==> config.mk <==
export PLATFORM = sky130hd
export DESIGN_NAME = bsg_decode_one_hot_buffered_flat
export DESIGN_NICKNAME = d
export VERILOG_FILES = /design/src/rtl/bsg_decode_one_hot_buffered_if.sv /design/src/rtl/bsg_decode_one_hot_buffered.sv /design/src/flat_wrapper.sv
export SDC_FILE = /design/constraint.sdc
export NUM_CORES = 1
export LEC_CHECK = 0
export BUFFER_PORTS_ARGS = -buffer_cell sky130_fd_sc_hd__buf_2
export CORE_MARGIN = 4
export CORE_UTILIZATION = 56
export CTS_BUF_LIST = sky130_fd_sc_hd__clkbuf_16
export DETAILED_ROUTE_END_ITERATION = 8
export PLACE_DENSITY = 0.88
export SYNTH_ARGS = -nofsm -noshare
export SYNTH_HDL_FRONTEND = slang
export SYNTH_SLANG_ARGS = --single-unit
export TNS_END_PERCENT = 1
==> constraint.sdc <==
create_clock -name clk_i -period 3.3 [get_ports clk_i]
set_clock_uncertainty 0.05 [all_clocks]
set_input_delay 0.99 -clock clk_i [delete_from_list [all_inputs] [get_ports clk_i]]
set_output_delay 0.99 -clock clk_i [all_outputs]
set_load 0.05 [all_outputs]
==> src/rtl/bsg_decode_one_hot_buffered_if.sv <==
// rtl/bsg_decode_one_hot_buffered_if.sv - index-in / one-hot-out handshake bundle
interface bsg_decode_one_hot_buffered_if #(
   parameter int width_p       = 8,
   parameter int count_width_p = 8,
   parameter int addr_width_lp = (width_p > 1) ? $clog2(width_p) : 1
);
   logic                     v_i;
   logic [addr_width_lp-1:0] addr_i;
   logic                     ready_o;
   logic                     v_o;
   logic [width_p-1:0]       data_o;
   logic                     err_o;
   logic                     yumi_i;
   logic [count_width_p-1:0] err_count_o;

   modport master (
      output v_i, addr_i, yumi_i,
      input  ready_o, v_o, data_o, err_o, err_count_o
   );

   modport slave (
      input  v_i, addr_i, yumi_i,
      output ready_o, v_o, data_o, err_o, err_count_o
   );
endinterface

==> src/rtl/bsg_decode_one_hot_buffered.sv <==
// rtl/bsg_decode_one_hot_buffered.sv - binary to one-hot decoder with 2-entry elastic buffer
module bsg_decode_one_hot_buffered #(
   parameter int width_p       = 8,
   parameter int count_width_p = 8
) (
   input logic                          clk_i,
   input logic                          reset_n_i,
   bsg_decode_one_hot_buffered_if.slave bus
);
   localparam int addr_width_lp = (width_p > 1) ? $clog2(width_p) : 1;
   localparam logic [addr_width_lp:0] width_lim_lp = (addr_width_lp + 1)'(width_p);

   typedef enum logic [1:0] {EMPTY, ONE, TWO} state_e;

   state_e                   state;
   state_e                   state_next;
   logic                     ready_q;
   logic                     v_q;
   logic [width_p-1:0]       head_data;
   logic                     head_err;
   logic [width_p-1:0]       tail_data;
   logic                     tail_err;
   logic [count_width_p-1:0] err_count;
   logic [width_p-1:0]       dec_data;
   logic                     dec_err;
   logic                     enq;
   logic                     deq;

   // Decode before storage so the head register drives data_o directly.
   always_comb begin
      dec_data = '0;
      for (int i = 0; i < width_p; i++) begin
         if (bus.addr_i == addr_width_lp'(i)) dec_data[i] = 1'b1;
      end
   end

   generate
      if (width_p == (1 << addr_width_lp)) begin : g_pow2
         assign dec_err = 1'b0;
      end else begin : g_npow2
         assign dec_err = ({1'b0, bus.addr_i} >= width_lim_lp);
      end
   endgenerate

   assign enq = bus.v_i & ready_q;
   assign deq = v_q & bus.yumi_i;

   always_comb begin
      state_next = state;
      case (state)
         EMPTY: if (enq) state_next = ONE;
         ONE: begin
            if (enq && !deq)      state_next = TWO;
            else if (!enq && deq) state_next = EMPTY;
         end
         TWO: if (deq) state_next = ONE;
         default: state_next = EMPTY;
      endcase
   end

   always_ff @(posedge clk_i or negedge reset_n_i) begin
      if (!reset_n_i) begin
         state     <= EMPTY;
         v_q       <= 1'b0;
         ready_q   <= 1'b0;
         head_data <= '0;
         head_err  <= 1'b0;
         tail_data <= '0;
         tail_err  <= 1'b0;
         err_count <= '0;
      end else begin
         state   <= state_next;
         v_q     <= (state_next != EMPTY);
         // Also serves as the reset-done flag: rises on the first edge after release.
         ready_q <= (state_next != TWO);

         case (state)
            EMPTY: begin
               if (enq) begin
                  head_data <= dec_data;
                  head_err  <= dec_err;
               end
            end
            ONE: begin
               if (enq && !deq) begin
                  tail_data <= dec_data;
                  tail_err  <= dec_err;
               end else if (enq && deq) begin
                  head_data <= dec_data;
                  head_err  <= dec_err;
               end else if (deq) begin
                  head_data <= '0;
                  head_err  <= 1'b0;
               end
            end
            TWO: begin
               if (deq) begin
                  head_data <= tail_data;
                  head_err  <= tail_err;
                  tail_data <= '0;
                  tail_err  <= 1'b0;
               end
            end
            default: begin
               head_data <= '0;
               head_err  <= 1'b0;
            end
         endcase

         if (enq && dec_err && (err_count != {count_width_p{1'b1}})) begin
            err_count <= err_count + count_width_p'(1);
         end
      end
   end

   assign bus.ready_o     = ready_q;
   assign bus.v_o         = v_q;
   assign bus.data_o      = head_data;
   assign bus.err_o       = head_err;
   assign bus.err_count_o = err_count;
endmodule

==> src/flat_wrapper.sv <==
// flat-port wrapper written by rule: the top's interface ports become plain ports
module bsg_decode_one_hot_buffered_flat 
#(
   parameter int width_p       = 8,
   parameter int count_width_p = 8
)
  (clk_i, reset_n_i, bus_v_i, bus_addr_i, bus_yumi_i, bus_ready_o, bus_v_o, bus_data_o, bus_err_o, bus_err_count_o);
  bsg_decode_one_hot_buffered_if #(.width_p(width_p), .count_width_p(count_width_p)) bus_i ();
  input logic clk_i;
  input logic reset_n_i;
  input wire logic [$bits(bus_i.v_i)-1:0] bus_v_i;
  input wire logic [$bits(bus_i.addr_i)-1:0] bus_addr_i;
  input wire logic [$bits(bus_i.yumi_i)-1:0] bus_yumi_i;
  output wire logic [$bits(bus_i.ready_o)-1:0] bus_ready_o;
  output wire logic [$bits(bus_i.v_o)-1:0] bus_v_o;
  output wire logic [$bits(bus_i.data_o)-1:0] bus_data_o;
  output wire logic [$bits(bus_i.err_o)-1:0] bus_err_o;
  output wire logic [$bits(bus_i.err_count_o)-1:0] bus_err_count_o;
  assign bus_i.v_i = bus_v_i;
  assign bus_i.addr_i = bus_addr_i;
  assign bus_i.yumi_i = bus_yumi_i;
  assign bus_ready_o = bus_i.ready_o;
  assign bus_v_o = bus_i.v_o;
  assign bus_data_o = bus_i.data_o;
  assign bus_err_o = bus_i.err_o;
  assign bus_err_count_o = bus_i.err_count_o;
  bsg_decode_one_hot_buffered #(.width_p(width_p), .count_width_p(count_width_p)) u_core (.clk_i(clk_i), .reset_n_i(reset_n_i), .bus(bus_i));
endmodule
==> results of run 1 <==
[logic make-up after synthesis]
group / after synthesis / synth area share (%)
AO/OA/AOI/OAI: 35 / 26.71
AND/OR/NAND/NOR: 24 / 13.02
flip-flops: 20 / 44.89
buffers and inverters: 15 / 8.753
adder cells (fa/ha/maj): 5 / 5.500
XOR/XNOR: 1 / 0.7858
other: 1 / 0.3364
[final timing paths]
check	slack, ps	depth (start not counted)	to
setup / recovery	1220	6	u_core.bus.data_o[7]$_DFFE_PN0P_
hold / removal	440	1	u_core.bus.data_o[2]$_DFFE_PN0P_
setup reg to reg	1220	6	u_core.bus.data_o[7]$_DFFE_PN0P_
hold reg to reg	440	1	u_core.bus.data_o[2]$_DFFE_PN0P_
max in group asynchronous	2270	1	u_core.tail_data[2]$_DFFE_PN0P_
min in group asynchronous	630	1	u_core.bus.data_o[1]$_DFFE_PN0P_
[cell type report]
cell class	count	area, µm²	share of cell area [%]
inverter	4	15.01	1.199
timing repair buffer	16	80.08	6.394
tap	25	31.28	2.498
multi-input combinational	74	546.8	43.66
clock inverter	1	3.754	0.2997
sequential	20	500.5	39.96
clock buffer	3	75.07	5.994
[power by group]
group | switching [mW] | leakage (nW) | total, mW | internal [mW]
Combinational | 0.476 | 0.307 | 0.696 | 0.220
Sequential | 0.0791 | 0.264 | 0.429 | 0.350
Clock | 0.0830 | 0.0385 | 0.244 | 0.161
[sequential cells by signal (all words and copies together), names as in the netlist]
| signal | cells |
|---|---|
| u_core.tail_data | 8 |
| u_core.bus.v_o | 1 |
| u_core.bus.data_o | 8 |
| u_core.bus.ready_o | 1 |
| u_core.state | 2 |
[per-layer routing]
layer	GRT usage [%]	part of all wire, %	vias to the layer above
li1	-	-	394
met5	0	0	-
met2	29.55	47	50
met4	8.936	2.3	0
met1	22.44	42	406
met3	3.419	8.4	10
[per-stage QoR]
stage               cells  utilization, %  power, mW  instance area [µm²]  hold WS [ps]
floorplan             109               -     0.9957                 1145         407.3
global placement      139           65.14      1.094                 1174         430.2
detailed placement    139           65.14      1.119                 1174         435.3
CTS                   143           69.51      1.372                 1252         450.4
global route          143           69.51      1.447                 1252         462.9
finish                143           69.51      1.370                 1252         444.3
[synthesized netlist by cell type (all sizes together), types with 2 or more instances]
master and number:
dfrtp 20, a22o 16, buf 10, nand2 6, nor2 5, a32o 4
ha 4, inv 4, nand2b 4, o2bb2ai 4, and2 3, o21ai 3
a21boi 2, nor2b 2
==> metrics.txt, run 1 <==
first-pass GRT wire length=3.546 mm; Final Cycle Share=63.09%; Worst-path clk slew=50 ps; DRT Wirelength=2.253 mm; number of port buffers=16; RSZ-0062 raised after global routing=no; Fmax=0.4803 GHz; GRT overflow=0; Synth area leaders=dfrtp_1 (45%), a22o_1 (13%), buf_4 (6.1%); Num CTS Buffers=3; worst reg2reg path startpoint=u_core.state[0]$_DFF_PN0_; number of synthesized register bits=20; Synth warnings=0; remaining routing DRC violations=0; initial antenna violation count=0; synthesized netlist cell count=101; final hold vios=0; Worst Min Path Start=u_core.bus.data_o[2]$_DFFE_PN0P_; Mapped Area=1115 µm²; # Max-Cap Violations=0; drt wl/cell=15.76 µm; most frequent cells in the layout=dfrtp_1 (20), a22o_1 (16), buf_2 (16), conb_1 (9), nand2_1 (6); later-pin clock latency in the skew report=250 ps; endpoints failing setup=0; clock root cell=clkbuf_16; All-Layer GR Usage=18.03%; Die Ht=52.62 µm; largest net degree at the start of global routing=21; Critical Path Source=u_core.state[0]$_DFF_PN0_; Buf+Inv Stages, Crit Path=1; type of the tightest min-delay check=register to register; post-CTS setup repair buffer count=0; VDD IR max=0.6806 mV; initial detailed-routing violation count=26; Yosys top cell by area=dfrtp_1; vias in the first global route=771; ANT cells=0; CTS tree=yes; hold buffer count at cts=0; DP HPWL=1.631 mm; Leakage Power=0.6092 nW; CTS resizes=0; RePlAce Congestion=0.8522; share of the synthesized area in the top cell type=44.89%; setup TNS=0 ps; crit end category=register; layout cells sized above 1=19.49%; Die ar.=2768 µm²; Max Slew Vio Count=0; EDFF count, synth=0; Worst EP required=3380 ps; worst-path cell chain=inv_1 -> ha_1 -> a21boi_1 -> a211o_1 -> nor2_8 -> a22o_1; worst slack, placed=1112 ps; row cnt=15; fin nets=130; arrival time at the worst endpoint=2170 ps; Antenna Nets Post-Route=0; max incr delay on CP=430 ps; H-tree depth=1; Initial Util=61.87%; cell family with most CP delay=compound AO/OA/AOI/OAI gates; P&R area growth vs syn=12.35%; first drt pass iteration count=4; Core Region=1802 µm²; Die Width=52.62 µm; most common cell after layout, fill and taps aside=dfrtp_1; status=completed; final worst setup slack=1218 ps; critical path class=register to register; Synth Area per Inst=11.04 µm²; Via Count=860; vias per cell=6.014; crit start category=register; fill count=143; ys async rst share=100.0%; clock period minus worst slack=2082 ps; Worst path slowest cell=dfrtp_1; Power Dens Cells=1094 nW/µm²; IO Pins=26; Crit Path Max Fanout=13; Netlist cell types=32; Seq/Total Area, Yosys=44.89%; prevailing post-synth register cell=dfrtp_1; CTS Buffer Depth=2; CTS sink cnt=20
Note: power is estimated with default switching activity, not from simulation.
==> inputs of run 2 (changes only) <==
CORE_UTILIZATION = 52   (was 56)
PLACE_DENSITY = 0.83   (was 0.88)
clock period = 2.1 ns   (was 3.3 ns; I/O delays follow)
==> metrics.txt, run 2 (synthesis gave the netlist of run 1 again) <==
fin nets=131 (+0.77%); clock period minus worst slack=1878 ps (-203.7 ps); R2R Setup Slk=220 ps (-1000 ps); # Max-Cap Violations=0 (unchanged); Fmax=0.5324 GHz (+11%); Die ar.=2948 µm² (+6.5%); cells on worst reg2reg path=6 (unchanged); Critical R2R Capture=u_core.bus.data_o[4]$_DFFE_PN0P_; worst hold slack=260.3 ps (-184.1 ps); number of port buffers=16 (unchanged); Core Region=2002 µm² (+11%); clock root cell=clkbuf_16; setup TNS=0 ps (unchanged); DP HPWL=1.679 mm (+3.0%); worst slack, placed=277.0 ps (-835.3 ps); CTS resizes=0 (unchanged); critical path class=register to register; crit end category=register; DRT Wirelength=2.359 mm (+4.7%); hold buffer count at cts=0 (unchanged); CTS sink cnt=20 (unchanged); largest net degree at the start of global routing=21 (unchanged); RSZ-0062 raised after global routing=no; endpoints failing setup=0 (unchanged); final worst setup slack=221.7 ps (-996.3 ps); remaining routing DRC violations=0 (unchanged); status=completed; VDD IR max=1.116 mV (+64%); crit start category=register; first-pass GRT wire length=3.698 mm (+4.3%); Initial Util=55.69% (-6.2 points); post-CTS setup repair buffer count=0 (unchanged); Max Slew Vio Count=0 (unchanged); H-tree depth=1 (unchanged); Worst EP required=2180 ps (-1200 ps); row cnt=16 (+1); Power Dens Cells=1720 nW/µm² (+57%); Die Ht=54.30 µm (+3.2%); later-pin clock latency in the skew report=250 ps (about the same); type of the tightest min-delay check=primary input to async pin; first drt pass iteration count=4 (unchanged); Final Cycle Share=89.44% (+26 points); vias per cell=6.158 (+2.4%); drt wl/cell=16.16 µm (+2.6%); arrival time at the worst endpoint=1960 ps (-210 ps); placed cells=142 (+2.2%); worst reg2reg path startpoint=u_core.state[0]$_DFF_PN0_; vias in the first global route=792 (+2.7%); Num CTS Buffers=3 (unchanged); most frequent cells in the layout=dfrtp_1 (20), a22o_1 (16), buf_2 (16), conb_1 (9), nand2_1 (6); Leakage Power=0.6145 nW (+0.87%); final std cells w/o fill=146 (+2.1%); Via Count=899 (+4.5%); IO Pins=26 (unchanged); Die Width=54.30 µm (+3.2%); initial antenna violation count=0 (unchanged); Crit Path Max Fanout=9 (-4); CTS tree=yes; final hold vios=0 (unchanged); ANT cells=0 (unchanged); GRT overflow=0 (unchanged); Worst-path clk slew=50 ps (about the same); Antenna Nets Post-Route=0 (unchanged); CTS Buffer Depth=2 (unchanged); most common cell after layout, fill and taps aside=dfrtp_1; layout cells sized above 1=20.17% (+0.68 points); All-Layer GR Usage=17.52% (-0.52 points); initial detailed-routing violation count=53 (+100%); RePlAce Congestion=0.8909 (+4.5%); P&R area growth vs syn=13.24%
==> run 2: cell types whose count changed in the layout (fill, tap and decap cells not counted), sizes merged <==
cell  change
buf       +1
==> run 2: how the worst max path moves through the flow <==
stage	from	end	slack, ps	cells after the start
floorplan	u_core.bus.v_o$_DFF_PN0_	u_core.bus.data_o[0]$_DFFE_PN0P_	450	4
global placement	u_core.state[1]$_DFF_PN0_	u_core.bus.data_o[4]$_DFFE_PN0P_	300	6
detailed placement	bus_yumi_i	u_core.tail_data[3]$_DFFE_PN0P_	280	5
CTS	u_core.state[0]$_DFF_PN0_	u_core.bus.data_o[1]$_DFFE_PN0P_	240	6
global route	u_core.state[1]$_DFF_PN0_	u_core.bus.data_o[5]$_DFFE_PN0P_	130	6
finish	u_core.state[0]$_DFF_PN0_	u_core.bus.data_o[4]$_DFFE_PN0P_	220	6
==> run 2: critical path: stages (launching register included) <==
cell and delay, ps:
dfrtp_1 430, inv_1 110, ha_1 190, a21boi_1 320, a211o_1 400, nor2_8 70, a22o_1 190
==> run 2: through the flow <==
step | utilization [%] | total power [mW] | area (µm²)
2_1_floorplan | - | 1.565 | 1145
3_3_place_gp | 59.13 | 1.735 | 1184
3_5_place_dp | 59.13 | 1.771 | 1184
4_1_cts | 63.06 | 2.175 | 1262
5_1_grt | 63.06 | 2.289 | 1262
6_report | 63.06 | 2.171 | 1262
==> run 2: metal layers <==
metal | vias up | wire (µm) | GRT usage, %
li1 | 399 | - | -
met1 | 441 | 913 | 20.58
met2 | 47 | 1178 | 29.28
met3 | 12 | 203 | 4.905
met4 | 0 | 63 | 8.299
met5 | - | 0 | 0
==> run 2: area by class of cell <==
| class | count | area, µm² |
|---|---|---|
| fillers | 160 | 739.5 |
| multi-input cells | 74 | 546.8 |
| flip-flops and latches | 20 | 500.5 |
| repair buffers | 17 | 87.58 |
| clock buffers | 3 | 75.07 |
| well taps | 27 | 33.78 |
| inverters | 4 | 15.01 |
| clock inverters | 1 | 3.754 |
==> run 2: report_power, final <==
part           internal, mW  leakage (nW)  switching [mW]  total (mW)
clock                 0.253        0.0385           0.130       0.383
combinational         0.351         0.312           0.757        1.11
sequential            0.551         0.264           0.129       0.679
